===== src/rtl/alu_pkg.sv =====
// Shared types for the ALU arbiter: ALU command encoding and arbiter FSM states.
package alu_pkg;

    typedef enum logic [1:0] {
        ALU_ADD = 2'b00,
        ALU_AND = 2'b01,
        ALU_OR  = 2'b10,
        ALU_XOR = 2'b11
    } alu_cmd_t;

    typedef enum logic [1:0] {
        ARB_IDLE = 2'd0,
        ARB_EXEC = 2'd1,
        ARB_RESP = 2'd2
    } arb_state_t;

endpackage


===== src/rtl/alu.sv =====
// ALU: combinational add-with-carry / and / or / xor; carry-out dropped, cin used by add only.
// Latency 0; no flow control, the caller registers inputs and result.
module ALU
    import alu_pkg::*;
#(
    parameter int bitWidth = 32
) (
    input  logic [bitWidth-1:0] rs1_data_i,
    input  logic [bitWidth-1:0] rs2_data_i,
    input  logic                cin_i,
    input  alu_cmd_t            cmd_i,
    output logic [bitWidth-1:0] result_o
);

    always_comb begin
        result_o = '0;
        case (cmd_i)
            ALU_ADD: result_o = rs1_data_i + rs2_data_i + bitWidth'(cin_i);
            ALU_AND: result_o = rs1_data_i & rs2_data_i;
            ALU_OR:  result_o = rs1_data_i | rs2_data_i;
            ALU_XOR: result_o = rs1_data_i ^ rs2_data_i;
            default: result_o = '0;
        endcase
    end

endmodule


===== src/rtl/rr_grant.sv =====
// rr_grant: combinational one-hot picker searching valid_i from prio_i upward, modulo NB_REQ.
// Latency 0; en_i low suppresses every grant so the caller can stall arbitration.
module rr_grant #(
    parameter int NB_REQ = 4,
    parameter int ID_W   = $clog2(NB_REQ)
) (
    input  logic [NB_REQ-1:0] valid_i,
    input  logic [ID_W-1:0]   prio_i,
    input  logic              en_i,
    output logic [NB_REQ-1:0] grant_o,
    output logic [ID_W-1:0]   grant_idx_o
);

    logic [ID_W:0] cand;
    logic          found;

    always_comb begin
        grant_o     = '0;
        grant_idx_o = '0;
        found       = 1'b0;
        cand        = '0;
        for (int i = 0; i < NB_REQ; i++) begin
            // Extra bit keeps prio+i from overflowing before the wrap for non-power-of-two NB_REQ.
            cand = {1'b0, prio_i} + (ID_W+1)'(i);
            if (cand >= (ID_W+1)'(NB_REQ)) begin
                cand = cand - (ID_W+1)'(NB_REQ);
            end
            if (en_i && !found && valid_i[cand[ID_W-1:0]]) begin
                found                      = 1'b1;
                grant_o[cand[ID_W-1:0]]    = 1'b1;
                grant_idx_o                = cand[ID_W-1:0];
            end
        end
    end

endmodule


===== src/rtl/alu_arbiter.sv =====
// alu_arbiter: NB_REQ requesters share one ALU; 2-cycle handshake-to-rsp_valid latency, response held until rsp_ready_i.
// Grants only in IDLE or the RESP drain cycle; ALU_ARB_FIXED_PRIO_EN selects fixed priority (index 0 highest) instead of round-robin.
module alu_arbiter
    import alu_pkg::*;
#(
    parameter int bitWidth = 32,
    parameter int NB_REQ   = 4,
    parameter int ID_W     = $clog2(NB_REQ)
) (
    input  logic                             clk_i,
    input  logic                             reset_n_i,
    input  logic [NB_REQ-1:0]                req_valid_i,
    output logic [NB_REQ-1:0]                req_ready_o,
    input  logic [NB_REQ-1:0][bitWidth-1:0]  req_rs1_data_i,
    input  logic [NB_REQ-1:0][bitWidth-1:0]  req_rs2_data_i,
    input  logic [NB_REQ-1:0]                req_cin_i,
    input  logic [NB_REQ-1:0][1:0]           req_cmd_i,
    output logic                             rsp_valid_o,
    input  logic                             rsp_ready_i,
    output logic [bitWidth-1:0]              rsp_data_o,
    output logic [ID_W-1:0]                  rsp_id_o,
    output logic                             busy_o
);

    arb_state_t          state_q, state_d;
    logic                grant_en;
    logic                hs;
    logic [NB_REQ-1:0]   grant;
    logic [ID_W-1:0]     grant_idx;
    logic [ID_W-1:0]     prio;

    logic [bitWidth-1:0] op_rs1_q, op_rs2_q;
    logic                op_cin_q;
    alu_cmd_t            op_cmd_q;
    logic [ID_W-1:0]     op_id_q;
    logic [bitWidth-1:0] alu_result;

    // The drain cycle doubles as an accept slot, giving one op per 2 cycles when unstalled.
    assign grant_en = (state_q == ARB_IDLE) || ((state_q == ARB_RESP) && rsp_ready_i);

    rr_grant #(
        .NB_REQ (NB_REQ),
        .ID_W   (ID_W)
    ) u_rr_grant (
        .valid_i     (req_valid_i),
        .prio_i      (prio),
        .en_i        (grant_en),
        .grant_o     (grant),
        .grant_idx_o (grant_idx)
    );

    assign req_ready_o = grant;
    assign hs          = |grant;

`ifdef ALU_ARB_FIXED_PRIO_EN
    assign prio = '0;
`else
    always_ff @(posedge clk_i or negedge reset_n_i) begin
        if (!reset_n_i) begin
            prio <= '0;
        end else if (hs) begin
            prio <= (grant_idx == ID_W'(NB_REQ - 1)) ? '0 : grant_idx + ID_W'(1);
        end
    end
`endif

    always_ff @(posedge clk_i or negedge reset_n_i) begin
        if (!reset_n_i) begin
            state_q <= ARB_IDLE;
        end else begin
            state_q <= state_d;
        end
    end

    always_comb begin
        state_d = state_q;
        case (state_q)
            ARB_IDLE: if (hs) state_d = ARB_EXEC;
            ARB_EXEC: state_d = ARB_RESP;
            ARB_RESP: if (rsp_ready_i) state_d = hs ? ARB_EXEC : ARB_IDLE;
            default:  state_d = ARB_IDLE;
        endcase
    end

    always_comb begin
        rsp_valid_o = (state_q == ARB_RESP);
        busy_o      = (state_q != ARB_IDLE);
    end

    always_ff @(posedge clk_i or negedge reset_n_i) begin
        if (!reset_n_i) begin
            op_rs1_q <= '0;
            op_rs2_q <= '0;
            op_cin_q <= 1'b0;
            op_cmd_q <= ALU_ADD;
            op_id_q  <= '0;
        end else if (hs) begin
            op_rs1_q <= req_rs1_data_i[grant_idx];
            op_rs2_q <= req_rs2_data_i[grant_idx];
            op_cin_q <= req_cin_i[grant_idx];
            op_cmd_q <= alu_cmd_t'(req_cmd_i[grant_idx]);
            op_id_q  <= grant_idx;
        end
    end

    ALU #(
        .bitWidth (bitWidth)
    ) u_alu (
        .rs1_data_i (op_rs1_q),
        .rs2_data_i (op_rs2_q),
        .cin_i      (op_cin_q),
        .cmd_i      (op_cmd_q),
        .result_o   (alu_result)
    );

    always_ff @(posedge clk_i or negedge reset_n_i) begin
        if (!reset_n_i) begin
            rsp_data_o <= '0;
            rsp_id_o   <= '0;
        end else if (state_q == ARB_EXEC) begin
            rsp_data_o <= alu_result;
            rsp_id_o   <= op_id_q;
        end
    end

endmodule


===== config.mk =====
export PLATFORM = sky130hd
export DESIGN_NAME = alu_arbiter
export DESIGN_NICKNAME = d
export VERILOG_FILES = /design/src/rtl/alu_pkg.sv /design/src/rtl/alu.sv /design/src/rtl/rr_grant.sv /design/src/rtl/alu_arbiter.sv
export SDC_FILE = /design/constraint.sdc
export NUM_CORES = 1
export LEC_CHECK = 0
export ABC_AREA = 1
export CAP_MARGIN = 20
export CORE_MARGIN = 4
export CORE_UTILIZATION = 45
export CTS_BUF_LIST = sky130_fd_sc_hd__clkbuf_2
export DETAILED_ROUTE_END_ITERATION = 10
export MAX_ROUTING_LAYER = met4
export PLACE_DENSITY = 0.8
export SLEW_MARGIN = 40
export SYNTH_ARGS = -nofsm -noshare
export SYNTH_HDL_FRONTEND = slang
export SYNTH_SLANG_ARGS = --single-unit

===== constraint.sdc =====
create_clock -name clk_i -period 2.33 [get_ports clk_i]
set_input_delay 0.3495 -clock clk_i [delete_from_list [all_inputs] [get_ports clk_i]]
set_output_delay 0.3495 -clock clk_i [all_outputs]
set_load 0.05 [all_outputs]

==> impl_results.rst <==
.. list-table::
   :header-rows: 1

   * - Metric
     - Value
   * - Outcome
     - finished, violations left
   * - Failing checks
     - negative setup slack
   * - Fraction of synthesis flops using an asynchronous set or reset pin
     - 100%
   * - Class of the most critical hold timing path
     - in -> async
   * - Cells after DPL
     - 2488
   * - Initial Utilization
     - 45.7%
   * - Per-cell routed wire length
     - between 15 and 20 um
   * - GRT overflow
     - 0
   * - Number of register bits inferred by synthesis
     - 107
   * - Post-Syn Nets
     - 2160
   * - Critical path launch point type
     - flip-flop
   * - Worst R2R End
     - op_rs2_q[18]
   * - Final net count
     - between 2000 and 3000
   * - Most used flip-flop cell after synthesis
     - sky130_fd_sc_hd__dfrtp_1
   * - Cell type contributing the most total cell area after synthesis
     - sky130_fd_sc_hd__nand2_1
   * - Global-route wire length before repair
     - 70400 um
   * - Number of global-route vias before repair
     - approximately 13000
   * - Slack of the worst reg-to-reg path
     - -240 ps
   * - Largest stage delay on the critical path
     - 490 ps
   * - Count of cell types in the netlist
     - 38
   * - Multiplexer share of the synthesized area
     - 0%
   * - Floorplan row count
     - 56
   * - Final Max Tran Viols
     - 0
   * - Post-synthesis compound-gate area fraction
     - 9.27%
   * - Final design area excluding fillers
     - between 0.015 and 0.02 sq mm
   * - Main combinational cell family by area after synthesis
     - simple AND/OR/NAND/NOR gates
   * - Number of enable flip-flop cells after synthesis
     - 0
   * - Arrival time at the worst endpoint
     - 2490 ps
   * - Max stage delay cell, worst path
     - sky130_fd_sc_hd__dfrtp_2
   * - Total Routing Usage GR
     - 34.7%
   * - Worst slew margin relative to its limit
     - about three fifths
   * - Most frequent cell after synthesis
     - sky130_fd_sc_hd__nand2_1
   * - Critical Path Fanout Max
     - 5
   * - Average cell area after synthesis
     - between 5 and 6 sq um
   * - Post-Syn Instances
     - 1811
   * - Warnings from Yosys
     - 0
   * - Setup repair after global routing missed its margin
     - yes
   * - Setup crit end kind
     - primary output
   * - Post-synthesis cell area
     - 0.0107 sq mm
   * - Leading cell types by count after synthesis
     - 812 x sky130_fd_sc_hd__nand2_1, 253 x sky130_fd_sc_hd__nand3_1, 153 x sky130_fd_sc_hd__inv_1
   * - Final worst clock skew
     - just over 20 ps
   * - Antenna violations before repair
     - 4
   * - Final min period
     - 2840 ps
   * - Detailed Place HPWL
     - 36000 um
   * - Final critical-path share of the clock period
     - 122%
   * - Worst reg2reg path startpoint
     - prio[0]
   * - Std-Cell Core Area
     - 0.0235 sq mm
   * - CTS tree
     - yes
   * - Worst-case setup margin in the final layout
     - -509 ps
   * - Top-level I/O count
     - approximately 320
   * - Die boundary height
     - 162 um
   * - Total iterations of the first detailed-routing run
     - 6
   * - Total wire length
     - 49800 um
   * - Detail Route Antenna Nets
     - 0
   * - Fraction of the yosys area taken by sequential cells
     - 25.0%
   * - Number of sinks driven by the clock tree
     - 107
   * - Maximum operating frequency
     - approximately 350 MHz
   * - Dominant cell type by count on the critical path
     - sky130_fd_sc_hd__nand2_4
   * - Die width
     - 162 um
   * - Data required time at the worst endpoint
     - 1980 ps
   * - Die ar.
     - ~0.026 sq mm
   * - Final weighted congestion of routability-driven global placement
     - 0.988
   * - Number of buffers inserted during clock tree synthesis
     - 9
   * - Max H-tree Level
     - 3
   * - Reg2Reg Depth
     - 18
   * - DRC violation count after routing
     - 0
   * - XOR/XNOR share of the synthesized area
     - 0.816%
   * - Area after DPL
     - 0.0152 sq mm
   * - List of cells traversed by the critical path
     - inv_4 -> ha_4 -> inv_4 -> nand3_4 -> nand2_4 -> nor2_4 -> nand2_4 -> nor2_4 -> nor2_2 -> nand2_4 -> buf_6 -> buf_12
   * - Max Cap Viol
     - 0
   * - Clock transition at the register clock pins on the worst setup and hold paths after CTS
     - 350 ps
   * - Largest net degree at the start of global routing
     - 66
   * - Hold violation total from the final report
     - 0
   * - CP Class
     - reg -> out
   * - Area share of the leading cell type in the synthesized netlist
     - about 28%
   * - Slew at the pin closest to its max-slew limit
     - 584 ps
   * - Biggest area contributors in the synthesized netlist
     - sky130_fd_sc_hd__nand2_1 28%, sky130_fd_sc_hd__dfrtp_1 25%, sky130_fd_sc_hd__nand3_1 12%
   * - Layout cell share with drive strength beyond 1
     - between 10% and 20%
   * - Total vias in the final route
     - 14070
   * - Vias per cell
     - 5.48
   * - Synthesized-area fraction occupied by and/or/nand/nor cells
     - 46.2%
   * - Clock Tree Buf Depth
     - 2
   * - Clk_lat worst skew
     - ~690 ps
   * - Final standard cell count with taps included and fillers excluded
     - 2568
   * - Finish-stage setup viols
     - 76
   * - Hold Slack
     - 89.6 ps
   * - Adder and majority gate portion of the synthesized area
     - a little under 9%
   * - Count of buffers from port buffering
     - 314
   * - Area growth, synth to finish
     - 58.2%
   * - Clock tree root buffer cell
     - sky130_fd_sc_hd__clkbuf_2
   * - DRC violation total after the first TritonRoute iteration
     - 1600
## through the flow
| stage | util (%) | setup TNS [ps] | setup slack (ps) |
|---|---|---|---|
| finish | 72.3 | -13640 | -509 |
| global route | 72.3 | -23310 | -638 |
| CTS | 67.7 | -2780 | -504 |
| detailed placement | 65.0 | -10460 | -216 |
| global placement | 65.0 | -11350 | -246 |
| floorplan | - | 0 | 7.26 |
## cell type report
| cell class | count | area (sq um) |
|---|---|---|
| well taps | 319 | 399 |
| diodes | 5 | 12.5 |
| clock buffers | 9 | 45.0 |
| clock inverters | 7 | 66.3 |
| fillers | 1934 | 6510 |
| repair buffers | 513 | 5630 |
| multi-input cells | 1452 | 7530 |
| flip-flops and latches | 107 | 2680 |
| inverters | 156 | 598 |
## worst max-delay path by stage
stage / slack (ps) / to / from
after floorplan: 7 / prio[1] / prio[0]
after global placement: -250 / op_rs2_q[11] / req_valid_i[2]
after detailed placement: -220 / op_rs2_q[11] / req_valid_i[3]
after CTS: -500 / req_ready_o[2] / prio[1]
after global routing: -640 / req_ready_o[2] / prio[0]
final: -510 / req_ready_o[2] / prio[0]
## timing repair
action | CTS | global route
hold buffers | 1 | 0
gates cloned | 6 | 21
gates resized for setup | 82 | 139
pin swaps | 14 | 39
setup endpoints to repair | 99 | 103
setup buffers | 20 | 16
hold endpoints to repair | 43 | 0
## per-layer routing
metal,share of wire (%),vias up,track usage [%]
met2,48,770,55.7
met1,40,6521,47.4
met4,3.7,0,9.92
met3,8.2,116,2.83
li1,-,6663,-
met5,0,-,-
## worst max-delay path, delay by kind of cell, from the launching register on
family	cells	cell delay [ps]
adders and majority gates	1	300
and+or+nand+nor	7	670
buffers and inverters	4	330
DFF	1	490
## state kept, by name (all words and copies together), names as in the netlist, 2 cells and up
name,count
op_rs1_q,32
prio,2
rsp_id_o,2
state_q,2
rsp_data_o,32
op_id_q,2
op_rs2_q,32
op_cmd_q,2
## layout by cell type, fill, tap and decap left out, types with 6 or more instances in the layout
cell and instances:
sky130_fd_sc_hd__nand4_1 10, sky130_fd_sc_hd__nor2_2 7, sky130_fd_sc_hd__nor2_1 77, sky130_fd_sc_hd__clkbuf_16 14, sky130_fd_sc_hd__nand2_4 12, sky130_fd_sc_hd__buf_12 33
sky130_fd_sc_hd__nand3_1 236, sky130_fd_sc_hd__nand3_2 17, sky130_fd_sc_hd__nor3_1 9, sky130_fd_sc_hd__a221oi_1 9, sky130_fd_sc_hd__clkbuf_2 9, sky130_fd_sc_hd__a31oi_1 10
sky130_fd_sc_hd__o21ai_1 6, sky130_fd_sc_hd__dlymetal6s2s_1 6, sky130_fd_sc_hd__nor2_4 6, sky130_fd_sc_hd__buf_6 21, sky130_fd_sc_hd__buf_4 115, sky130_fd_sc_hd__dlygate4sd2_1 12
sky130_fd_sc_hd__o21ai_0 42, sky130_fd_sc_hd__o22ai_1 14, sky130_fd_sc_hd__dfrtp_1 102, sky130_fd_sc_hd__a21oi_1 47, sky130_fd_sc_hd__buf_16 8, sky130_fd_sc_hd__buf_8 11
sky130_fd_sc_hd__nand2_1 764, sky130_fd_sc_hd__ha_4 6, sky130_fd_sc_hd__nand2_2 42, sky130_fd_sc_hd__clkdlybuf4s50_1 290, sky130_fd_sc_hd__a21oi_2 13, sky130_fd_sc_hd__ha_1 61
sky130_fd_sc_hd__xor2_1 9, sky130_fd_sc_hd__inv_1 147, sky130_fd_sc_hd__a211oi_1 17
## logic make-up (layout without fill, tap and decap cells)
group                      after synthesis  in the layout
other                                    0              5
AOI/OAI and AO/OA                      171            171
and+or+nand+nor                       1196           1197
adders and majority gates               74             74
buffers and inverters                  253            685
DFF                                    107            107
xor gates and xnor gates                10             10
Power is left out: the tool's default activity adds up to more than one toggle a clock period on the data nets, which glitch-free logic cannot reach.
